<file path="config.mk">
export PLATFORM = sky130hd
export DESIGN_NAME = cpu_usm_v1
export DESIGN_NICKNAME = d
export VERILOG_FILES = /design/src/rtl/cpu_usm_v1.sv
export SDC_FILE = /design/constraint.sdc
export NUM_CORES = 2
export LEC_CHECK = 0
export CORE_UTILIZATION = 50
export CTS_BUF_LIST = sky130_fd_sc_hd__clkbuf_2
export DETAILED_ROUTE_END_ITERATION = 10
export MAX_ROUTING_LAYER = met4
export PLACE_DENSITY_LB_ADDON = 0.08
export RECOVER_POWER = 50
export SETUP_SLACK_MARGIN = 0.1
export SLEW_MARGIN = 20
export SYNTH_ARGS = -nofsm -noshare
export SYNTH_HDL_FRONTEND = slang
export SYNTH_SLANG_ARGS = --single-unit
</file>
<file path="constraint.sdc">
create_clock -name clk -period 21.4 [get_ports clk]
set_clock_uncertainty 0.15 [all_clocks]
set_input_delay 4.28 -clock clk [delete_from_list [all_inputs] [get_ports clk]]
set_output_delay 4.28 -clock clk [all_outputs]
set_load 0.01 [all_outputs]
</file>
<file path="src/rtl/cpu_usm_v1.sv">
// ---------------------------------------------------------------------------
// cpu_usm_v1 -- single-cycle RV32I integer core.
//
// Fetches, executes and retires one instruction per rising clk edge. Both
// memories are external with combinational reads; the data-memory wrapper
// does byte/half lane steering and load extension.
//
// Ports:
//   clk        in   system clock, all state updates on the rising edge
//   reset      in   asynchronous active-high reset, PC <= RESET_PC
//   instr      in   instruction word at PC
//   data_in    in   load data, already sized/extended per SizeLoad
//   PC         out  registered program counter
//   data_out   out  store data (rs2, unshifted)
//   ALU_result out  ALU output, also the data-memory address
//   MemWrite   out  00 none, 01 SB, 10 SH, 11 SW
//   SizeLoad   out  load funct3, 3'b010 when not a load
//   ResultSrc  out  1 = write-back from data_in
//
// Build option: define CPU_USM_RF_CLEAR_EN to have reset clear x1..x31.
// Without it the register file is not reset.
// ---------------------------------------------------------------------------
module cpu_usm_v1 #(
    parameter logic [31:0] RESET_PC = 32'h0000_0000
) (
    input  logic        clk,
    input  logic        reset,
    input  logic [31:0] instr,
    input  logic [31:0] data_in,
    output logic [31:0] PC,
    output logic [31:0] data_out,
    output logic [31:0] ALU_result,
    output logic [1:0]  MemWrite,
    output logic [2:0]  SizeLoad,
    output logic        ResultSrc
);
    localparam logic [6:0] OPC_LUI    = 7'b0110111;
    localparam logic [6:0] OPC_AUIPC  = 7'b0010111;
    localparam logic [6:0] OPC_JAL    = 7'b1101111;
    localparam logic [6:0] OPC_JALR   = 7'b1100111;
    localparam logic [6:0] OPC_BRANCH = 7'b1100011;
    localparam logic [6:0] OPC_LOAD   = 7'b0000011;
    localparam logic [6:0] OPC_STORE  = 7'b0100011;
    localparam logic [6:0] OPC_OPIMM  = 7'b0010011;
    localparam logic [6:0] OPC_OP     = 7'b0110011;

    logic [31:0] pc_q, pc_d;
    logic [31:0] rf_q [32];

    logic [6:0]  opcode;
    logic [4:0]  rd, rs1, rs2;
    logic [2:0]  funct3;
    logic [31:0] imm_i, imm_s, imm_b, imm_u, imm_j;
    logic [31:0] rs1_v, rs2_v, pc_plus4;
    logic [31:0] alu_b, op_res, alu_res, wb_data;
    logic        br_taken, br_legal, rf_we;

    assign opcode = instr[6:0];
    assign rd     = instr[11:7];
    assign funct3 = instr[14:12];
    assign rs1    = instr[19:15];
    assign rs2    = instr[24:20];

    assign imm_i = {{20{instr[31]}}, instr[31:20]};
    assign imm_s = {{20{instr[31]}}, instr[31:25], instr[11:7]};
    assign imm_b = {{19{instr[31]}}, instr[31], instr[7], instr[30:25], instr[11:8], 1'b0};
    assign imm_u = {instr[31:12], 12'd0};
    assign imm_j = {{11{instr[31]}}, instr[31], instr[19:12], instr[20], instr[30:21], 1'b0};

    // x0 is never written, so it is forced to zero on the read side
    assign rs1_v    = (rs1 == 5'd0) ? 32'd0 : rf_q[rs1];
    assign rs2_v    = (rs2 == 5'd0) ? 32'd0 : rf_q[rs2];
    assign pc_plus4 = pc_q + 32'd4;

    // Shared OP / OP-IMM datapath. instr[30] selects SUB only for register
    // ops (for ADDI it is an immediate bit) but selects SRA/SRAI for both.
    always_comb begin
        alu_b  = (opcode == OPC_OP) ? rs2_v : imm_i;
        op_res = 32'd0;
        case (funct3)
            3'b000: op_res = (opcode == OPC_OP && instr[30]) ? rs1_v - alu_b : rs1_v + alu_b;
            3'b001: op_res = rs1_v << alu_b[4:0];
            3'b010: op_res = {31'd0, $signed(rs1_v) < $signed(alu_b)};
            3'b011: op_res = {31'd0, rs1_v < alu_b};
            3'b100: op_res = rs1_v ^ alu_b;
            3'b101: op_res = instr[30] ? 32'($signed(rs1_v) >>> alu_b[4:0]) : rs1_v >> alu_b[4:0];
            3'b110: op_res = rs1_v | alu_b;
            default: op_res = rs1_v & alu_b;
        endcase
    end

    always_comb begin
        br_taken = 1'b0;
        br_legal = 1'b1;
        case (funct3)
            3'b000: br_taken = (rs1_v == rs2_v);
            3'b001: br_taken = (rs1_v != rs2_v);
            3'b100: br_taken = ($signed(rs1_v) <  $signed(rs2_v));
            3'b101: br_taken = ($signed(rs1_v) >= $signed(rs2_v));
            3'b110: br_taken = (rs1_v <  rs2_v);
            3'b111: br_taken = (rs1_v >= rs2_v);
            default: br_legal = 1'b0;
        endcase
    end

    // Main decode; the defaults are the NOP behaviour for anything unsupported.
    always_comb begin
        alu_res   = 32'd0;
        pc_d      = pc_plus4;
        rf_we     = 1'b0;
        wb_data   = 32'd0;
        MemWrite  = 2'b00;
        SizeLoad  = 3'b010;
        ResultSrc = 1'b0;
        case (opcode)
            OPC_LUI: begin
                alu_res = imm_u;
                rf_we   = 1'b1;
                wb_data = alu_res;
            end
            OPC_AUIPC: begin
                alu_res = pc_q + imm_u;
                rf_we   = 1'b1;
                wb_data = alu_res;
            end
            OPC_JAL: begin
                alu_res = pc_q + imm_j;
                pc_d    = alu_res;
                rf_we   = 1'b1;
                wb_data = pc_plus4;
            end
            OPC_JALR: begin
                alu_res = (rs1_v + imm_i) & ~32'd1;
                pc_d    = alu_res;
                rf_we   = 1'b1;
                wb_data = pc_plus4;
            end
            OPC_BRANCH: begin
                if (br_legal) begin
                    alu_res = rs1_v - rs2_v;
                    if (br_taken) pc_d = pc_q + imm_b;
                end
            end
            OPC_LOAD: begin
                // only LB/LH/LW/LBU/LHU are legal widths
                if (funct3 != 3'b011 && funct3[2:1] != 2'b11) begin
                    alu_res   = rs1_v + imm_i;
                    SizeLoad  = funct3;
                    ResultSrc = 1'b1;
                    rf_we     = 1'b1;
                    wb_data   = data_in;
                end
            end
            OPC_STORE: begin
                if (funct3[2] == 1'b0 && funct3[1:0] != 2'b11) begin
                    alu_res  = rs1_v + imm_s;
                    // funct3 00/01/10 maps onto strobe code 01/10/11
                    MemWrite = funct3[1:0] + 2'd1;
                end
            end
            OPC_OPIMM, OPC_OP: begin
                alu_res = op_res;
                rf_we   = 1'b1;
                wb_data = alu_res;
            end
            default: ;
        endcase
    end

    always_ff @(posedge clk or posedge reset) begin
        if (reset) pc_q <= RESET_PC;
        else       pc_q <= pc_d;
    end

`ifdef CPU_USM_RF_CLEAR_EN
    always_ff @(posedge clk or posedge reset) begin
        if (reset) begin
            for (int i = 0; i < 32; i++) rf_q[i] <= 32'd0;
        end else if (rf_we && rd != 5'd0) begin
            rf_q[rd] <= wb_data;
        end
    end
`else
    // No reset on the storage; reset only blocks the write.
    always_ff @(posedge clk) begin
        if (!reset && rf_we && rd != 5'd0) rf_q[rd] <= wb_data;
    end
`endif

    assign PC         = pc_q;
    assign data_out   = rs2_v;
    assign ALU_result = alu_res;
endmodule

</file>
==> impl_metrics.env <==
export IMPL_status="finished, violations left"
export IMPL_violations="capacitance limit, slew limit"
export IMPL_dieArea_um2=139000
export IMPL_p_per_area_nw_per_um2=72.7
export IMPL_yosys_area_share_simple=0.0914
export IMPL_critPathLaunchType="primary input"
export IMPL_relSlewSlack=-2.01
export IMPL_clock_fmax_mhz=51.6
export IMPL_drive_above_1_share=0.180
export IMPL_fin_cells=8143
export IMPL_grt_first_pass_wirelength_mm=422
export IMPL_slowest_stage="clkbuf_1"
export IMPL_hp_class="register to register"
export IMPL_synth_top_cell_area_share=0.449
export IMPL_finalWirelength_mm=308
export IMPL_synth_common_cells="edfxtp_1, a21oi_1, mux2i_1, nor2_1, nand2_1"
export IMPL_drt_iter0_drc=8930
export IMPL_ys_warnings_count=0
export IMPL_cp_num_cells=25
export IMPL_ios=168
export IMPL_min_period_ps=19380
export IMPL_place_hpwl_mm=211
export IMPL_r2r_start="rf_q[6][0]"
export IMPL_grt_use_total=0.451
export IMPL_fp_dieH_um=372
export IMPL_crit_path_start="instr[3]"
export IMPL_rsz0062_at_grt="false"
export IMPL_synth_top_family_by_area="multiplexers"
export IMPL_cp_end_kind="output pin"
export IMPL_worst_pin_slew_ps=4510
export IMPL_avgSynthCellArea_um2=11.6
export IMPL_maxSlewViolCount=1079
export IMPL_dp_cells=7659
export IMPL_clock_path_buffers=4
export IMPL_cp_max_fo=52
export IMPL_syn_area_um2=68500
export IMPL_fin_crit_sh=0.906
export IMPL_synth_cell_type_count=99
export IMPL_hold_viol=0
export IMPL_fin_tns_setup_ps=0
export IMPL_clock_sinks=1055
export IMPL_power_mw=5.43
export IMPL_cts_tree="done"
export IMPL_grt_busiest_layer="met2"
export IMPL_synthXorXnorAreaFrac=0.0239
export IMPL_grt_util_met3=0.103
export IMPL_synthAdderAreaFrac=0.0432
export IMPL_holdWs_ps=586
export IMPL_core_region_area_um2=136000
export IMPL_critPathBufInv=6
export IMPL_portBuffers=166
export IMPL_synthTopCellsByArea="edfxtp_1, mux4_2, mux2i_1"
export IMPL_ctsHoldBuffers=0
export IMPL_n_fill_cell=11800
export IMPL_remaining_drc_errors=0
export IMPL_grt_max_degree=102
export IMPL_arrival_ps=14950
export IMPL_ant_nets=0
export IMPL_num_rows=135
export IMPL_path_class="primary input to output pin"
export IMPL_antenna_found_initial=13
export IMPL_wl_per_cell_um=37.8
export IMPL_ys_seq_area_frac=0.460
export IMPL_die_w_um=372
export IMPL_synth_flop_cell="edfxtp_1"
export IMPL_ys_ff_latch=1055
export IMPL_cpPeakStageDelay_ps=1800
export IMPL_yosysMostFrequentCell="edfxtp_1"
export IMPL_synth_compound_area_frac=0.160
export IMPL_post_cts_resized=0
export IMPL_synthMuxAreaShare=0.185
export IMPL_setup_violations=0
export IMPL_finalNetCount=6468
export IMPL_max_cap_violations=37
export IMPL_syn_to_final_growth_pct=9.10
export IMPL_power_leakage_nw=27.9
export IMPL_root_buffer="clkbuf_2"
export IMPL_place_gp_congestion=1.15
export IMPL_clk_latency_ps=1770
export IMPL_synth_edf_count=1024
export IMPL_r2r_slack_ps=12010
export IMPL_vias_per_cell=7.23
export IMPL_numCtsBuffers=290
export IMPL_grt_ovfl_total=0
export IMPL_reg2regPathDepth=22
export IMPL_clk_pin_slew_ps=100
export IMPL_h_tree_depth=5
export IMPL_vias=58900
export IMPL_first_global_vias=55900
export IMPL_async_flop_share=0.0294
export IMPL_postCtsSetupBuffers=0
export IMPL_firstDrtPassIters=8
export IMPL_rr_endpoint="rf_q[2][30]"
export IMPL_start_util=0.505
export IMPL_met2_usage=0.655
export IMPL_met1_usage=0.583
export IMPL_cpMostUsedCell="a211oi_1"
export IMPL_cp_required_ps=16970
export IMPL_crit_family="compound AO/OA/AOI/OAI gates"
export IMPL_synth_top_cell_by_area="edfxtp_1"
export IMPL_synthCells=5905
export IMPL_peakVddDrop_uv=56.9
export IMPL_crit_end="ALU_result[30]"
## flip-flops by register name (all words and copies together), names as in the netlist
register and count:
PC 31, rf_q 1024
## cell usage in the layout (no fill, tap or decap), drive strengths merged, types with 71 or more instances in the layout
cell type and n:
edfxtp 1024, clkbuf 458, a21oi 440, mux2i 402
nor2 380, nand2 353, o21ai 343, mux4 330
ha 224, buf 178, inv 168, o22ai 150
nor3 146, xnor2 125, clkdlybuf4s50 121, mux2 106
nand3 92, o221ai 91, a21o 79, a22oi 71
## per-layer routing
layer  up-vias  wire, um
met1     29400    116000
met2      4538    136000
li1      24000         -
met5         -         0
met4         0     19300
met3       939     36900
## logic make-up after synthesis
logic type / after synthesis
buf+inv: 594
flops: 1055
other cells: 1
xor+xnor: 187
simple gates: 1319
compound gates: 1679
mux: 838
fa+ha+maj: 232
## through the flow
stage / util / setup WS (ps) / cell area, um^2
detailed placement: 0.535 / 3510 / 72600
global route: 0.551 / 1920 / 74700
finish: 0.551 / 2020 / 74700
global placement: 0.535 / 3350 / 72600
CTS: 0.553 / 3470 / 74900
floorplan: - / 6250 / 68600
## worst min-delay path by stage
stage / start / end / slack (ps) / depth (start not counted)
6_report: PC[1] / PC[1] / 590 / 1
2_1_floorplan: PC[1] / PC[1] / 480 / 1
3_5_place_dp: PC[1] / PC[1] / 580 / 1
4_1_cts: PC[1] / PC[1] / 600 / 1
3_3_place_gp: PC[1] / PC[1] / 560 / 1
5_1_grt: PC[1] / PC[1] / 620 / 1
## power by group
part / switching (mW) / total (mW) / internal, mW
Combinational: 1.10 / 1.70 / 0.605
Sequential: 0.0597 / 2.32 / 2.26
Clock: 0.863 / 1.40 / 0.541
## final cells by class
cell class	count	area, um^2	share of cell area
Timing Repair Buffer	368	3110	0.0416
Multi-Input combinational cell	4288	34900	0.466
Clock buffer	421	2110	0.0282
Inverter	167	632	0.00845
Clock inverter	53	262	0.00350
Sequential cell	1055	31500	0.422
Tap cell	1781	2230	0.0298
Antenna cell	10	25.0	0.000335
(Power assumes the default switching activity.)
